--- config.mk ---
export PLATFORM = sky130hd
export DESIGN_NAME = jk_cmd_sequencer
export DESIGN_NICKNAME = d
export VERILOG_FILES = /design/src/rtl/jk_seq_pkg.sv /design/src/rtl/jk_cmd_fifo.sv /design/src/rtl/jk_cmd_sequencer.sv
export SDC_FILE = /design/constraint.sdc
export NUM_CORES = 1
export LEC_CHECK = 0
export CAP_MARGIN = 20
export CORE_ASPECT_RATIO = 1.4
export CORE_UTILIZATION = 53
export CTS_CLUSTER_SIZE = 8
export DETAILED_ROUTE_END_ITERATION = 7
export GPL_TIMING_DRIVEN = 0
export PLACE_DENSITY = 0.8
export RECOVER_POWER = 100
export SLEW_MARGIN = 20
export SYNTH_ARGS = -nofsm -noshare
export SYNTH_HDL_FRONTEND = slang
export SYNTH_HIERARCHICAL = 1
export SYNTH_SLANG_ARGS = --single-unit
--- constraint.sdc ---
create_clock -name clk -period 3.6 [get_ports clk]
set_clock_uncertainty 0.2 [all_clocks]
set_input_delay 0.54 -clock clk [delete_from_list [all_inputs] [get_ports clk]]
set_output_delay 0.54 -clock clk [all_outputs]
set_load 0.05 [all_outputs]
--- src/rtl/jk_seq_pkg.sv ---
// Shared types for the JK command sequencer: op encodings, FSM states and
// the JK next-state function used by the reference model.
package jk_seq_pkg;

    typedef enum logic [1:0] {
        OP_HOLD   = 2'b00,
        OP_RESET  = 2'b01,
        OP_SET    = 2'b10,
        OP_TOGGLE = 2'b11
    } jk_op_e;

    typedef enum logic {
        IDLE = 1'b0,
        RUN  = 1'b1
    } seq_state_e;

    // JK flip-flop transfer: 00 hold, 01 clear, 10 set, 11 invert
    function automatic logic jk_next(input logic q, input logic j, input logic k);
        logic r;
        case ({j, k})
            2'b00:   r = q;
            2'b01:   r = 1'b0;
            2'b10:   r = 1'b1;
            default: r = ~q;
        endcase
        return r;
    endfunction

endpackage

--- src/rtl/jk_cmd_fifo.sv ---
// Synchronous command FIFO with wrapping pointers and a separate occupancy
// counter for full/empty.
// Ports:
//   clk, rstn     - clock, synchronous active-high reset
//   push, wdata   - write request and payload (ignored when full)
//   pop           - read request (ignored when empty)
//   rdata_c       - head entry, combinational read of the storage array
//   full, empty   - registered occupancy flags
//   can_push      - registered !full, held low while in reset
//   empty_nxt_c   - occupancy-is-zero after the current edge
module jk_cmd_fifo #(
    parameter int unsigned DEPTH = 4,
    parameter int unsigned WIDTH = 10
) (
    input  logic             clk,
    input  logic             rstn,
    input  logic             push,
    input  logic [WIDTH-1:0] wdata,
    input  logic             pop,
    output logic [WIDTH-1:0] rdata_c,
    output logic             full,
    output logic             empty,
    output logic             can_push,
    output logic             empty_nxt_c
);

    localparam int unsigned AW = $clog2(DEPTH);
    localparam int unsigned CW = AW + 1;

    logic [WIDTH-1:0] mem_q [DEPTH];
    logic [AW-1:0]    wr_ptr_q, wr_ptr_d;
    logic [AW-1:0]    rd_ptr_q, rd_ptr_d;
    logic [CW-1:0]    count_q, count_d;
    logic             full_q, full_d;
    logic             empty_q, empty_d;
    logic             can_push_q, can_push_d;
    logic             push_ok, pop_ok;

    // Pointer/occupancy update; simultaneous push+pop leaves count unchanged
    always_comb begin
        push_ok    = push && !full_q;
        pop_ok     = pop && !empty_q;
        wr_ptr_d   = wr_ptr_q;
        rd_ptr_d   = rd_ptr_q;
        count_d    = count_q;
        if (push_ok) wr_ptr_d = wr_ptr_q + AW'(1);
        if (pop_ok)  rd_ptr_d = rd_ptr_q + AW'(1);
        if (push_ok && !pop_ok)      count_d = count_q + CW'(1);
        else if (pop_ok && !push_ok) count_d = count_q - CW'(1);
        full_d     = (count_d == CW'(DEPTH));
        empty_d    = (count_d == CW'(0));
        can_push_d = !full_d;
    end

    always_ff @(posedge clk) begin
        if (rstn) begin
            wr_ptr_q   <= '0;
            rd_ptr_q   <= '0;
            count_q    <= '0;
            full_q     <= 1'b0;
            empty_q    <= 1'b1;
            can_push_q <= 1'b0;
        end else begin
            wr_ptr_q   <= wr_ptr_d;
            rd_ptr_q   <= rd_ptr_d;
            count_q    <= count_d;
            full_q     <= full_d;
            empty_q    <= empty_d;
            can_push_q <= can_push_d;
        end
    end

    // Storage needs no reset; validity is tracked by the occupancy counter
    always_ff @(posedge clk) begin
        if (push_ok && !rstn) mem_q[wr_ptr_q] <= wdata;
    end

    assign rdata_c     = mem_q[rd_ptr_q];
    assign full        = full_q;
    assign empty       = empty_q;
    assign can_push    = can_push_q;
    assign empty_nxt_c = empty_d;

endmodule

--- src/rtl/jk_cmd_sequencer.sv ---
// Command-driven J/K stimulus generator with an on-board JK reference model
// and mismatch checker on the returned Q.
// Ports:
//   clk, rstn             - clock, synchronous active-high reset
//   cmd_valid/cmd_ready   - command handshake (ready = FIFO not full)
//   cmd_op, cmd_dur       - op (HOLD/RESET/SET/TOGGLE) and cycle count (0 acts as 1)
//   J, K                  - registered drive to the flip-flop
//   Q                     - flip-flop output under check
//   busy                  - running a command or commands queued
//   err, err_cnt          - sticky mismatch flag and saturating mismatch count
module jk_cmd_sequencer
    import jk_seq_pkg::*;
#(
    parameter int unsigned DEPTH = 4,
    parameter int unsigned DUR_W = 8,
    parameter int unsigned ERR_W = 8
) (
    input  logic             clk,
    input  logic             rstn,
    input  logic             cmd_valid,
    output logic             cmd_ready,
    input  logic [1:0]       cmd_op,
    input  logic [DUR_W-1:0] cmd_dur,
    output logic             J,
    output logic             K,
    input  logic             Q,
    output logic             busy,
    output logic             err,
    output logic [ERR_W-1:0] err_cnt
);

    localparam int unsigned WIDTH = 2 + DUR_W;

    seq_state_e       state_q, state_d;
    logic             j_q, j_d;
    logic             k_q, k_d;
    logic [DUR_W-1:0] cnt_q, cnt_d;
    logic             busy_q, busy_d;
    logic             q_model_q, q_model_d;
    logic             err_q, err_d;
    logic [ERR_W-1:0] err_cnt_q, err_cnt_d;
    logic [1:0]       settle_q, settle_d;

    logic             push_c, pop_c, load_c;
    logic             fifo_empty, fifo_full, fifo_can_push, fifo_empty_nxt_c;
    logic [WIDTH-1:0] head_c;
    jk_op_e           head_op;
    logic [DUR_W-1:0] head_dur;

    assign push_c   = cmd_valid && fifo_can_push;
    assign head_op  = jk_op_e'(head_c[WIDTH-1 -: 2]);
    assign head_dur = head_c[DUR_W-1:0];

    jk_cmd_fifo #(
        .DEPTH (DEPTH),
        .WIDTH (WIDTH)
    ) u_fifo (
        .clk         (clk),
        .rstn        (rstn),
        .push        (push_c),
        .wdata       ({cmd_op, cmd_dur}),
        .pop         (pop_c),
        .rdata_c     (head_c),
        .full        (fifo_full),
        .empty       (fifo_empty),
        .can_push    (fifo_can_push),
        .empty_nxt_c (fifo_empty_nxt_c)
    );

    // Sequencer FSM: load from FIFO head with no gap between commands
    always_comb begin
        state_d = state_q;
        j_d     = j_q;
        k_d     = k_q;
        cnt_d   = cnt_q;
        load_c  = 1'b0;
        pop_c   = 1'b0;
        case (state_q)
            IDLE: begin
                if (!fifo_empty) load_c = 1'b1;
            end
            RUN: begin
                if (cnt_q != DUR_W'(0)) begin
                    cnt_d = cnt_q - DUR_W'(1);
                end else if (!fifo_empty) begin
                    load_c = 1'b1;
                end else begin
                    j_d     = 1'b0;
                    k_d     = 1'b0;
                    state_d = IDLE;
                end
            end
            default: state_d = IDLE;
        endcase
        if (load_c) begin
            pop_c   = 1'b1;
            j_d     = head_op[1];
            k_d     = head_op[0];
            // cnt counts remaining cycles after this one; dur 0 behaves as 1
            cnt_d   = (head_dur == DUR_W'(0)) ? DUR_W'(0) : head_dur - DUR_W'(1);
            state_d = RUN;
        end
        busy_d = (state_d == RUN) || !fifo_empty_nxt_c;
    end

    // Reference model and checker; compare uses the pre-update model value
    always_comb begin
        q_model_d = jk_next(q_model_q, j_q, k_q);
        settle_d  = settle_q;
        err_d     = err_q;
        err_cnt_d = err_cnt_q;
        if (settle_q != 2'd2) settle_d = settle_q + 2'd1;
        if (settle_q == 2'd2 && Q != q_model_q) begin
            err_d = 1'b1;
            if (err_cnt_q != {ERR_W{1'b1}}) err_cnt_d = err_cnt_q + ERR_W'(1);
        end
    end

    always_ff @(posedge clk) begin
        if (rstn) begin
            state_q   <= IDLE;
            j_q       <= 1'b0;
            k_q       <= 1'b0;
            cnt_q     <= '0;
            busy_q    <= 1'b0;
            q_model_q <= 1'b0;
            err_q     <= 1'b0;
            err_cnt_q <= '0;
            settle_q  <= 2'd0;
        end else begin
            state_q   <= state_d;
            j_q       <= j_d;
            k_q       <= k_d;
            cnt_q     <= cnt_d;
            busy_q    <= busy_d;
            q_model_q <= q_model_d;
            err_q     <= err_d;
            err_cnt_q <= err_cnt_d;
            settle_q  <= settle_d;
        end
    end

    assign cmd_ready = fifo_can_push && !fifo_full;
    assign J         = j_q;
    assign K         = k_q;
    assign busy      = busy_q;
    assign err       = err_q;
    assign err_cnt   = err_cnt_q;

endmodule

==> reports/qor.txt <==
maximum VDD drop - 0.512 mV
failing checks - DRC
largest area contributor in the netlist - edfxtp_1
Final setup violation count - 0
cell area after placement - 0.00391 mm2
Power Dens Cells - 722 mW/mm2
actual slew at the worst max-slew pin - 0.692 ns
DRT Pass-1 Iters - 7
crit path cell chain - inv_1 > ha_1 > or3b_2 > o21ai_2 > nand2_1 > inv_1 > nor2b_4 > clkbuf_1 > xnor2_1 > a211oi_2 > nor3_1 > a31oi_1
Gate power share - 0.332
GR Util All Layers - 0.199
Post-DRT Antenna Nets - 0
type of origin of the critical path - flip-flop
critical path's top delay family - simple AND/OR/NAND/NOR gates
critical path launch point - cnt_q[0]
Final Hold Viols - 0
fraction of the mapped netlist area in simple logic gates - 0.140
Post-Synth Adder-Cell Area - 0.0457
final net count - 365
Pint - 1970 uW
total leakage power - 0.00148 uW
pre-CTS WS - 0.642 ns
Initial Util - 0.546
Mapped Cells - 302
CTS Buf Count - 9
layout cells sized above 1 - 0.108
WS Path Type - flip-flop to flip-flop
Post-synth top flop - edfxtp_1
max incr delay on CP - 0.52 ns
met2 wire len - 3.32 mm
Placer Congestion - 0.831
CTS tree - built
Clock Power Share - 0.290
Critical Path End Type - flip-flop
Netlist cell types - 58
Core Area - 0.00653 mm2
routed wire length - 6.23 mm
worst reg2reg startpoint - cnt_q[0]
initial DRC count - 167
NetSw - 1000 uW
Sequential Power Share - 0.378
hold path start - err
later-pin clock latency in the skew report - 0.36 ns
Port Buffers - 25
MaxCap Viol Count - 0
Worst Path Required - 3.68 ns
Post-CTS Setup Bufs - 0
Tmin final - 3.21 ns
fin worst setup slack - 0.393 ns
post-synthesis compound-gate area fraction - 0.128
worst rel slew slack - 0.535
total number of vias - 2,443
cells on worst reg2reg path - 12
Worst path slowest cell - or3b_2
P&R area growth vs syn - 15.9%
non-filler instance count after layout - 417
Post-Syn Area - 0.00356 mm2
clock tree buffer depth - 2
Layout Utilization - 0.633
number of diodes - 0
fmax - 0.312 GHz
number of antenna violations at the first check in global routing - 0
clock-pin slew on the worst setup and hold paths - 0.09 ns
Post-Synth XOR/XNOR Area - 0.0323
CP Buf/Inv Count - 3
CTS Sinks - 76
Root Driver - clkbuf_8
Sw Ratio - 0.337
number of enable flip-flop cells after synthesis - 40
DRC Markers - 3
first-pass GRT wire length - 10.7 mm
row cnt - 35
post-synthesis sequential area ratio - 0.540
worst hold path type - flip-flop to flip-flop
net count after synthesis - 329
Inst Count DP - 401
Syn Area/Cell - 11.8 um2
DP Wirelength - 4.43 mm
setup total negative slack - 0 ns
Hold Crit Depth - 2
multiplexer share of the synthesized area - 0.0688
grt total ovfl - 0
largest family of logic cells by synthesized area - simple AND/OR/NAND/NOR gates
status - finished, violations left
unrepaired setup endpoints after global routing - no
Syn. warnings - 6
die height - 99 um
vias in the first global route - 2,409
met1 WL - 2.64 mm
period utilisation layout - 0.891
post-synth top area share - 0.337
commonest non-fill, non-tap cell in the layout - edfxtp_1
Critical Path AT - 3.29 ns
Async SR Flop Fraction - 0
CP Max Fanout - 7
Pins Over Slew Limit - 0
vias per cell - 5.86
most frequent cells in the layout - edfxtp_1 (40), dfxtp_1 (36), dlygate4sd3_1 (25)
pin count of the biggest net entering global routing - 15
CTS-repair resized insts - 0
Top-Level Pins - 27
critical path depth in cells - 12
Post-CTS Hold Buffers - 0
synth top area cells - edfxtp_1 (34%), dfxtp_1 (20%), mux4_2 (6.3%)
met3 wire length - 150 um
Crit path top cell by count - inv_1
register bit total from synthesis - 76
die area - 0.00706 mm2
WL/cell - 14.9 um
Final Cell Area - 0.00413 mm2
top layer used by detailed routing - met4
Die X - 71.3 um
H-tree levels - 3
## metrics by stage
stage / total power [uW] / hold WS, ns
after floorplan: 1940 / 0.257
final: 2980 / 0.277
after CTS: 3040 / 0.293
after detailed placement: 2180 / 0.273
after global placement: 2140 / 0.257
after global routing: 3140 / 0.320
## logic make-up (layout without fill, tap and decap cells)
group | Yosys count | after routing
mux | 12 | 12
flops | 76 | 76
compound gates | 66 | 66
fa+ha+maj | 13 | 13
buf+inv | 34 | 75
xor+xnor | 11 | 11
simple gates | 90 | 90
## worst paths after layout
check                            end  slack (ns)
worst max-delay path            busy        0.39
worst max register to register  busy        0.39
worst min register to register   err        0.28
worst min-delay path             err        0.28
## synthesized netlist by cell type, types with 2 or more instances
| library cell | instances |
|---|---|
| xor2_1 | 7 |
| edfxtp_1 | 40 |
| nor3b_1 | 5 |
| buf_2 | 2 |
| a221oi_1 | 5 |
| a211o_1 | 2 |
| mux4_2 | 10 |
| o31ai_1 | 5 |
| buf_6 | 3 |
| dfxtp_1 | 36 |
| or4_1 | 4 |
| nand2_1 | 12 |
| nor3_1 | 12 |
| a21boi_0 | 2 |
| nand4_1 | 3 |
| inv_1 | 20 |
| a211oi_1 | 3 |
| clkbuf_1 | 4 |
| xnor2_1 | 3 |
| nand3_1 | 8 |
| or3_1 | 5 |
| nor4_1 | 4 |
| and3_1 | 5 |
| o21a_1 | 2 |
| o21ai_0 | 11 |
| nand2b_1 | 3 |
| mux2i_1 | 2 |
| ha_1 | 13 |
| nor2b_1 | 2 |
| a21oi_1 | 17 |
| nor2_1 | 19 |
| a31oi_1 | 4 |
| buf_1 | 4 |
## flip-flops by register name, indices dropped and copies added (netlist names), named ones only
register         cells
u_fifo/mem_q        40
cnt_q                8
err_cnt              8
u_fifo/count_q       3
settle_q             2
u_fifo/rd_ptr_q      2
u_fifo/wr_ptr_q      2
J                    1
K                    1
busy                 1
err                  1
q_model_q            1
state_q              1
u_fifo/can_push      1
u_fifo/empty         1
u_fifo/full          1
## tightest hold or removal path: stages (launching register included)
cell and delay, ns:
dfxtp_1 0.33, a21oi_1 0.04, nor2_1 0.07
## power by group through the flow
stage          combinational, uW  sequential (uW)  clock, uW
2_1_floorplan                764             1180          0
3_3_place_gp                1000             1140          0
3_5_place_dp                1030             1150          0
4_1_cts                     1040             1130        872
5_1_grt                     1100             1150        898
6_report                     989             1130        863
## layer usage
layer  vias to the layer above  global-route usage
met1                      1185               0.224
met5                         -                   0
met4                         0               0.115
li1                       1210                   -
met3                         8              0.0368
met2                        40               0.347
## final cells by class
type | count | area [um2]
timing repair buffer | 25 | 250
inverter | 20 | 75.1
fill | 492 | 2400
buffer | 14 | 62.6
multi-input combinational | 192 | 1460
sequential | 76 | 1920
clock inverter | 7 | 146
clock buffer | 9 | 124
tap | 74 | 92.6
No activity file was read; power rests on OpenSTA's default activity.
